$ cat src/rtl/timer_peripheral.sv
// Memory-mapped 32-bit interval timer (TH reload, TL up-counter, TCON control/status) with a level IRQ.
// Define TIMER_PRESCALE_EN to add the PSC prescaler register at base+12.
module timer_peripheral #(
   parameter logic [31:0] BASE_ADDR = 32'h4000_0000
) (
   input  logic        clk,
   input  logic        reset,
   input  logic        MemRd,
   input  logic        MemWr,
   input  logic [31:0] Addr,
   input  logic [31:0] WriteData,
   output logic [31:0] ReadData,
   output logic        IRQ
);

   // Bus protocol: no handshake. A strobe with an aligned in-window address completes
   // in its own cycle: reads are combinational, writes take effect on the rising edge.
   logic [31:0] offset;
   logic        hit;
   logic        wr_th, wr_tl, wr_tcon;

   assign offset  = Addr - BASE_ADDR;
   assign hit     = (offset < 32'd16) && (offset[1:0] == 2'b00);
   assign wr_th   = MemWr && hit && (offset[3:2] == 2'd0);
   assign wr_tl   = MemWr && hit && (offset[3:2] == 2'd1);
   assign wr_tcon = MemWr && hit && (offset[3:2] == 2'd2);

   logic [31:0] th;
   logic [31:0] tl;
   logic        en;
   logic        ie;
   logic        st;
   logic        tick;
   logic        ovf;

`ifdef TIMER_PRESCALE_EN
   logic [15:0] psc;
   logic [15:0] pc;
   logic        wr_psc;

   assign wr_psc = MemWr && hit && (offset[3:2] == 2'd3);
   assign tick   = en && (pc == psc);

   // Any PSC write restarts the prescale period from zero.
   always_ff @(posedge clk or negedge reset) begin
      if (!reset) begin
         psc <= 16'd0;
         pc  <= 16'd0;
      end else if (wr_psc) begin
         psc <= WriteData[15:0];
         pc  <= 16'd0;
      end else if (en) begin
         pc  <= (pc == psc) ? 16'd0 : pc + 16'd1;
      end
   end
`else
   assign tick = en;
`endif

   // A TL write wins over the tick, so that edge is neither an increment nor an overflow.
   assign ovf = tick && (tl == 32'hFFFF_FFFF) && !wr_tl;

   always_ff @(posedge clk or negedge reset) begin
      if (!reset) begin
         th <= 32'd0;
         tl <= 32'd0;
      end else begin
         if (wr_th)
            th <= WriteData;
         if (wr_tl)
            tl <= WriteData;
         else if (ovf)
            tl <= th;
         else if (tick)
            tl <= tl + 32'd1;
      end
   end

   // Overflow setting ST beats a same-edge acknowledge so no interrupt is lost.
   always_ff @(posedge clk or negedge reset) begin
      if (!reset) begin
         en <= 1'b0;
         ie <= 1'b0;
         st <= 1'b0;
      end else begin
         if (wr_tcon) begin
            en <= WriteData[0];
            ie <= WriteData[1];
            st <= WriteData[2] | (ovf & ie);
         end else if (ovf && ie) begin
            st <= 1'b1;
         end
      end
   end

   assign IRQ = ie & st;

   always_comb begin
      ReadData = 32'd0;
      if (MemRd && hit) begin
         case (offset[3:2])
            2'd0:    ReadData = th;
            2'd1:    ReadData = tl;
            2'd2:    ReadData = {29'd0, st, ie, en};
`ifdef TIMER_PRESCALE_EN
            2'd3:    ReadData = {16'd0, psc};
`endif
            default: ReadData = 32'd0;
         endcase
      end
   end

endmodule

$ cat config.mk
export PLATFORM = sky130hd
export DESIGN_NAME = timer_peripheral
export DESIGN_NICKNAME = d
export VERILOG_FILES = /design/src/rtl/timer_peripheral.sv
export SDC_FILE = /design/constraint.sdc
export NUM_CORES = 1
export LEC_CHECK = 0
export BUFFER_PORTS_ARGS = -buffer_cell sky130_fd_sc_hd__buf_2
export CAP_MARGIN = 10
export CORE_ASPECT_RATIO = 1.2
export CORE_UTILIZATION = 58
export CTS_BUF_LIST = sky130_fd_sc_hd__clkbuf_16
export DETAILED_ROUTE_END_ITERATION = 12
export PLACE_DENSITY = 0.95
export SYNTH_ARGS = -nofsm -noshare
export SYNTH_HDL_FRONTEND = slang
export SYNTH_SLANG_ARGS = --single-unit
export TNS_END_PERCENT = 100
$ cat constraint.sdc
create_clock -name clk -period 6 [get_ports clk]
set_clock_uncertainty 0.2 [all_clocks]
set_input_delay 0.3 -clock clk [delete_from_list [all_inputs] [get_ports clk]]
set_output_delay 0.3 -clock clk [all_outputs]
set_load 0.01 [all_outputs]
After elaboration in Yosys (flattened, before gate mapping)
Index checks and enable logic that the tools add are counted.

operators by class
  add/sub/neg operators = 2
  magnitude comparators = 1
  eq/ne operators = 3
  mux-type cells = 7
  bitwise logic cells = 3
  reduce and logical (&&, ||, !) cells = 14

operator list
  kind                                                                   count
  32-bit 2-to-1 mux                                                      4
  32-bit case mux with 3 select lines                                    1
  32-bit by 1-bit adder with 32-bit output, second input constant        1
  32-bit == test, second input constant                                  1
  32-bit by 5-bit < comparator with 1-bit output, second input constant  1
  32-bit by 31-bit subtractor with 32-bit output, second input constant  1
  1-bit logical AND                                                      9
  2-bit logical NOT                                                      2
  3-bit nonzero test                                                     1
  1-bit bitwise AND                                                      2
  2-bit by 1-bit == test with 1-bit output, second input constant        1
  2-bit == test, second input constant                                   1
  1-bit 2-to-1 mux                                                       2
  2-bit nonzero test                                                     1
  1-bit logical NOT                                                      1
  1-bit OR                                                               1

storage, ports and cells
  register bits = 67
  bits of input ports = 68
  output and inout port bits = 33

Logic depth before layout (Yosys ltp)
  word-level depth = 10
  depth in mapped cells = 9
  gate-level depth less buffers = 7

Least setup slack after synthesis
OpenSTA, ideal clock, no wires.

  path kind = flip-flop to flip-flop
  start point = register tl[0]
  end point = register tl[8]
  arrival time = 1.982 ns
  data required time = 5.736 ns
  path slack = 3.753 ns
  stages on the path, launching flop included = 10
  buffers on the path = 2
  path through = dfrtp_1 > ha_1 > clkbuf_1 > nand3_1 > nor3b_1 > and3_4 > buf_6 > nand2_1 > a311oi_1 > a21o_1

between the ends
  word-level cells in the longest chain between the ends = 5

RTL lines
  element                                                                           RTL line  RTL
  from (decl)                                                                       29        logic [31:0] tl;
  from (signal assigned)                                                            71        tl <= WriteData;
  from (signal assigned)                                                            73        tl <= th;
  from (signal assigned)                                                            75        tl <= tl + 32'd1;
  branches (longest 5 deep; another with 32-bit by 1-bit adder with 32-bit output)  -

Several ways; the timed one is not identified. The select of a mux whose other input is x is not followed.
A chain may end at the register's enable or synchronous reset.

Worst setup path in the final report
  start point = register tl[7]
  end point = register tl[7]

Same word-level chain as after synthesis.

==> flow_results.org <==
** Logic synthesis
- Commonest cells post-synth :: 67 x sky130_fd_sc_hd__dfrtp_1, 63 x sky130_fd_sc_hd__nor2_1, 49 x sky130_fd_sc_hd__nand2_1, 37 x sky130_fd_sc_hd__mux2i_1, 34 x sky130_fd_sc_hd__mux2_2
- Most instantiated library cell after synthesis :: sky130_fd_sc_hd__dfrtp_1
- The synthesized netlist contains 47 unique library cells.
- The largest total area in the synthesized netlist belongs to sky130_fd_sc_hd__dfrtp_1.
- Main flop type after synthesis :: sky130_fd_sc_hd__dfrtp_1
- After synthesis, flip-flops and latches occupy between 40% and 50% of the total area.
- Synth area leaders :: sky130_fd_sc_hd__dfrtp_1 40%, sky130_fd_sc_hd__mux2_2 9.2%, sky130_fd_sc_hd__mux2i_1 8.9%
- Count of yosys warnings during synthesis :: 0
- Yosys mapped a number of flops with a built-in enable equal to 0.
- After synthesis the cells add up to 4141 um2.
- In this run, synthesis produced a sequential element count of 67.
- A synthesized cell averages 9.062 um2.
- The number of nets in the synthesized netlist is 526.
- Synthesis handed over a netlist of roughly 460 instances.
- For this run, asynchronously set or reset flops after synthesis account for 100.0%.
- The synthesized design devotes to its leading area cell type 40.48% of total area.

** Cells and area
- Final nets :: 619
- The post-route netlist has 28.47% of its cells at a drive strength greater than 1.
- Count of antenna diodes in the layout :: 0
- Area Overhead vs Synth :: 20.66%
- The finished layout holds 642 standard cells, fillers aside.
- The filler cells instantiated in the layout total 509.

** Detailed routing
- The detail route stage leaves a number of antenna-violating nets equal to 0.
- The final layout contains routed wiring with a total length of 11550 um.
- First-pass DRT Iterations :: 5
- DRC violations left :: 0
- The highest layer touched by signal routing is met4.
- After detailed routing, the number of vias per cell comes to roughly 6.4.
- The detailed router finished its first iteration with ~400 violations.
- The detailed router placed 4107 vias in this run.
- For this block, wires on met1 add up to 4362 um.
- Average detailed-routed wire length per instance :: 17.99 um
- Met2 layer wire length in the routed design :: about 6000 um
- Wire segments on met3 add up to 858 um in the final route.

** Clock tree
- Insertion delay to the later sink of the worst-skew pair :: 0.33 ns
- CTS tree :: yes
- Number of buffers inserted during clock tree synthesis :: 9
- The clock tree synthesis step divided the H-tree into 3 levels.
- For this design, the sink count on the clock tree is 67.
- Once the clock tree was built, the setup fixing pass inserted 0 buffers.
- Number of gates resized after CTS :: 0
- After clock tree synthesis, the clock-pin slew on the worst setup and hold paths is 0.05 ns.
- Clk root buf :: sky130_fd_sc_hd__clkbuf_16
- Max clock buf depth :: 2

** Global route
- Summed over all layers, the global routing overflow is 0.
- The number of antenna violations at the first check in global routing came to 0.
- Entering global routing, the biggest net connects a little under 70 pins.
- Via count of the first global-routing pass :: 4032
- The first global-routing pass estimated approximately 19000 um of wire.
- Global-route usage over all layers :: 32.48%

** Timing
- Measured against its own limit, the worst slew margin works out to 25.23%.
- Measured slew at the worst slew-check pin :: 1.118 ns
- In the final timing run, aggregate negative setup slack is 0 ns.
- Highest clock frequency the design can meet :: 317.8 MHz
- Total setup violations reported at the end of the flow :: 0
- Hold is met by approximately 0.0064 ns.
- The worst path in the final design needs a cycle of 3.147 ns, including I/O delays and setup.
- The number of failing hold endpoints at the final stage is 0.
- Final worst-path cycle share :: a little over half
- The final max-slew violation count came to 0.
- Setup repair after global routing left no endpoint under its margin.

** Placed design
- Count of buffers from port buffering :: 100
- Routability-driven placement finished with a final weighted congestion of 0.8909.
- The wire-length estimate of the detail-placed layout is roughly 7400 um.
- Instance count after placement with tap cells included :: 619

** Floorplan
- The total area inside the core boundary comes to 6854 um2.
- Die Width :: around 79 um
- slightly above 100 I/O pins were placed.
- The die is approximately 95 um tall.
- Number of core rows :: 33
- The die covers 7484 um2.
- Initial core utilization :: 60.42%

** Status
- Run status :: complete, no violations

** Worst hold path
- Worst min-delay path class :: in -> reg

** Critical path
- STA classifies the critical path endpoint as a register.
- Worst endpoint data arrival time :: 3.14 ns
- Critical path class :: reg -> reg
- Critical path startpoint category :: register
- At the worst endpoint, the required time is 5.99 ns.
- In this run the worst path has a maximum fanout of 22.

** Flow run
- Max-cap violations in this run came to 0.

** Power
- The analysis attributes to cell leakage a power of approximately 2.4 nW.
- In this run the power density over the cells is 202.3 nW/um2.
- Portion of total power attributed to the clock network :: ~50%
- Register share of total power :: 44.7%
- Of the total power, combinational logic draws around 5.5%.
- The internal power of the cells totals 0.7948 mW.
- IR analysis of the VDD net gives a maximum drop of 148.1 uV.
- For this design the total switching power over the nets is 0.2160 mW.
- Net switching is a little over a fifth of the power.
## layout by cell type (no fill, tap or decap), drive strengths merged, types with 2 or more instances in the layout
cell type    count
buf            104
dfrtp           67
nor2            64
nand2           49
mux2i           37
mux2            34
a21oi           28
nand3           24
o21ai           18
and3            11
nand4           10
a31oi            9
clkbuf           9
nor3             8
xor2             7
o31ai            7
o211ai           7
dlygate4sd3      7
nor4             7
xnor2            6
a41oi            6
and2             5
inv              4
a211oi           4
clkinv           4
a211o            2
a21o             2
## critical path, cell delays in order, from the launching register on
cell and delay (ns):
sky130_fd_sc_hd__dfrtp_1 0.47, sky130_fd_sc_hd__nand4_2 0.24, sky130_fd_sc_hd__nor4_4 0.58, sky130_fd_sc_hd__nand3_1 0.82
sky130_fd_sc_hd__o211ai_1 0.58, sky130_fd_sc_hd__a21oi_1 0.12
## flip-flops by register name (all words and copies together) (netlist names)
name  flops
en        1
st        1
ie        1
th       32
tl       32
## cells by family (layout without fill, tap and decap cells)
family / after synthesis / in the layout / share of synthesized area [%]
compound gates: 88 / 88 / 13.26
simple gates: 185 / 185 / 21.39
xor+xnor: 13 / 13 / 2.749
buf+inv: 32 / 130 / 3.626
fa+ha+maj: 1 / 1 / 0.3021
flops: 67 / 67 / 40.48
mux: 71 / 71 / 18.19
## final cells by class
class	instances	area [um2]	area share (%)
Clock buffer	9	225.2	4.507
Clock inverter	7	60.06	1.202
Tap cell	87	108.9	2.178
Inverter	3	11.26	0.2253
Sequential cell	67	1677	33.55
Timing Repair Buffer	111	600.6	12.02
Multi-Input combinational cell	358	2315	46.32
## power groups by stage
stage               Clock (mW)  Combinational [mW]  Sequential, mW
finish                   0.503              0.0558           0.452
global route             0.527              0.0604           0.452
CTS                      0.503              0.0558           0.452
global placement             0              0.0506           0.460
floorplan                    0              0.0145           0.460
detailed placement           0              0.0520           0.460
## path summary, 6_finish.rpt
| kind | from | to | slack [ns] | cells after the start |
|---|---|---|---|---|
| min | WriteData[18] | tl[18] | 0.006 | 2 |
| min reg2reg | st | st | 0.33 | 2 |
| max | tl[7] | tl[7] | 2.85 | 5 |
| min in group asynchronous | reset | th[6] | 0.49 | 3 |
| max reg2reg | tl[7] | tl[7] | 2.85 | 5 |
| max in group asynchronous | reset | tl[28] | 4.56 | 3 |
## what timing repair did
item                       in CTS  in global routing
hold buffers                    7                  0
hold endpoints to repair       51                  0
setup endpoints to repair       0                  0
## layer usage
metal | track usage, % | up-vias
li1 | - | 1841
met1 | 38.61 | 1972
met2 | 54.89 | 251
met3 | 4.638 | 43
met4 | 20.91 | 0
met5 | 0 | -
## through the flow
step / total power, mW / util [%] / setup slack, ns / instance area [um2]
floorplan: 0.4748 / - / 3.753 / 4141
global placement: 0.5107 / 67.73 / 3.076 / 4642
detailed placement: 0.5121 / 67.73 / 2.996 / 4642
CTS: 1.011 / 72.91 / 2.967 / 4997
global route: 1.039 / 72.91 / 2.636 / 4997
finish: 1.011 / 72.91 / 2.853 / 4997
No activity file was read; power rests on OpenSTA's default activity.
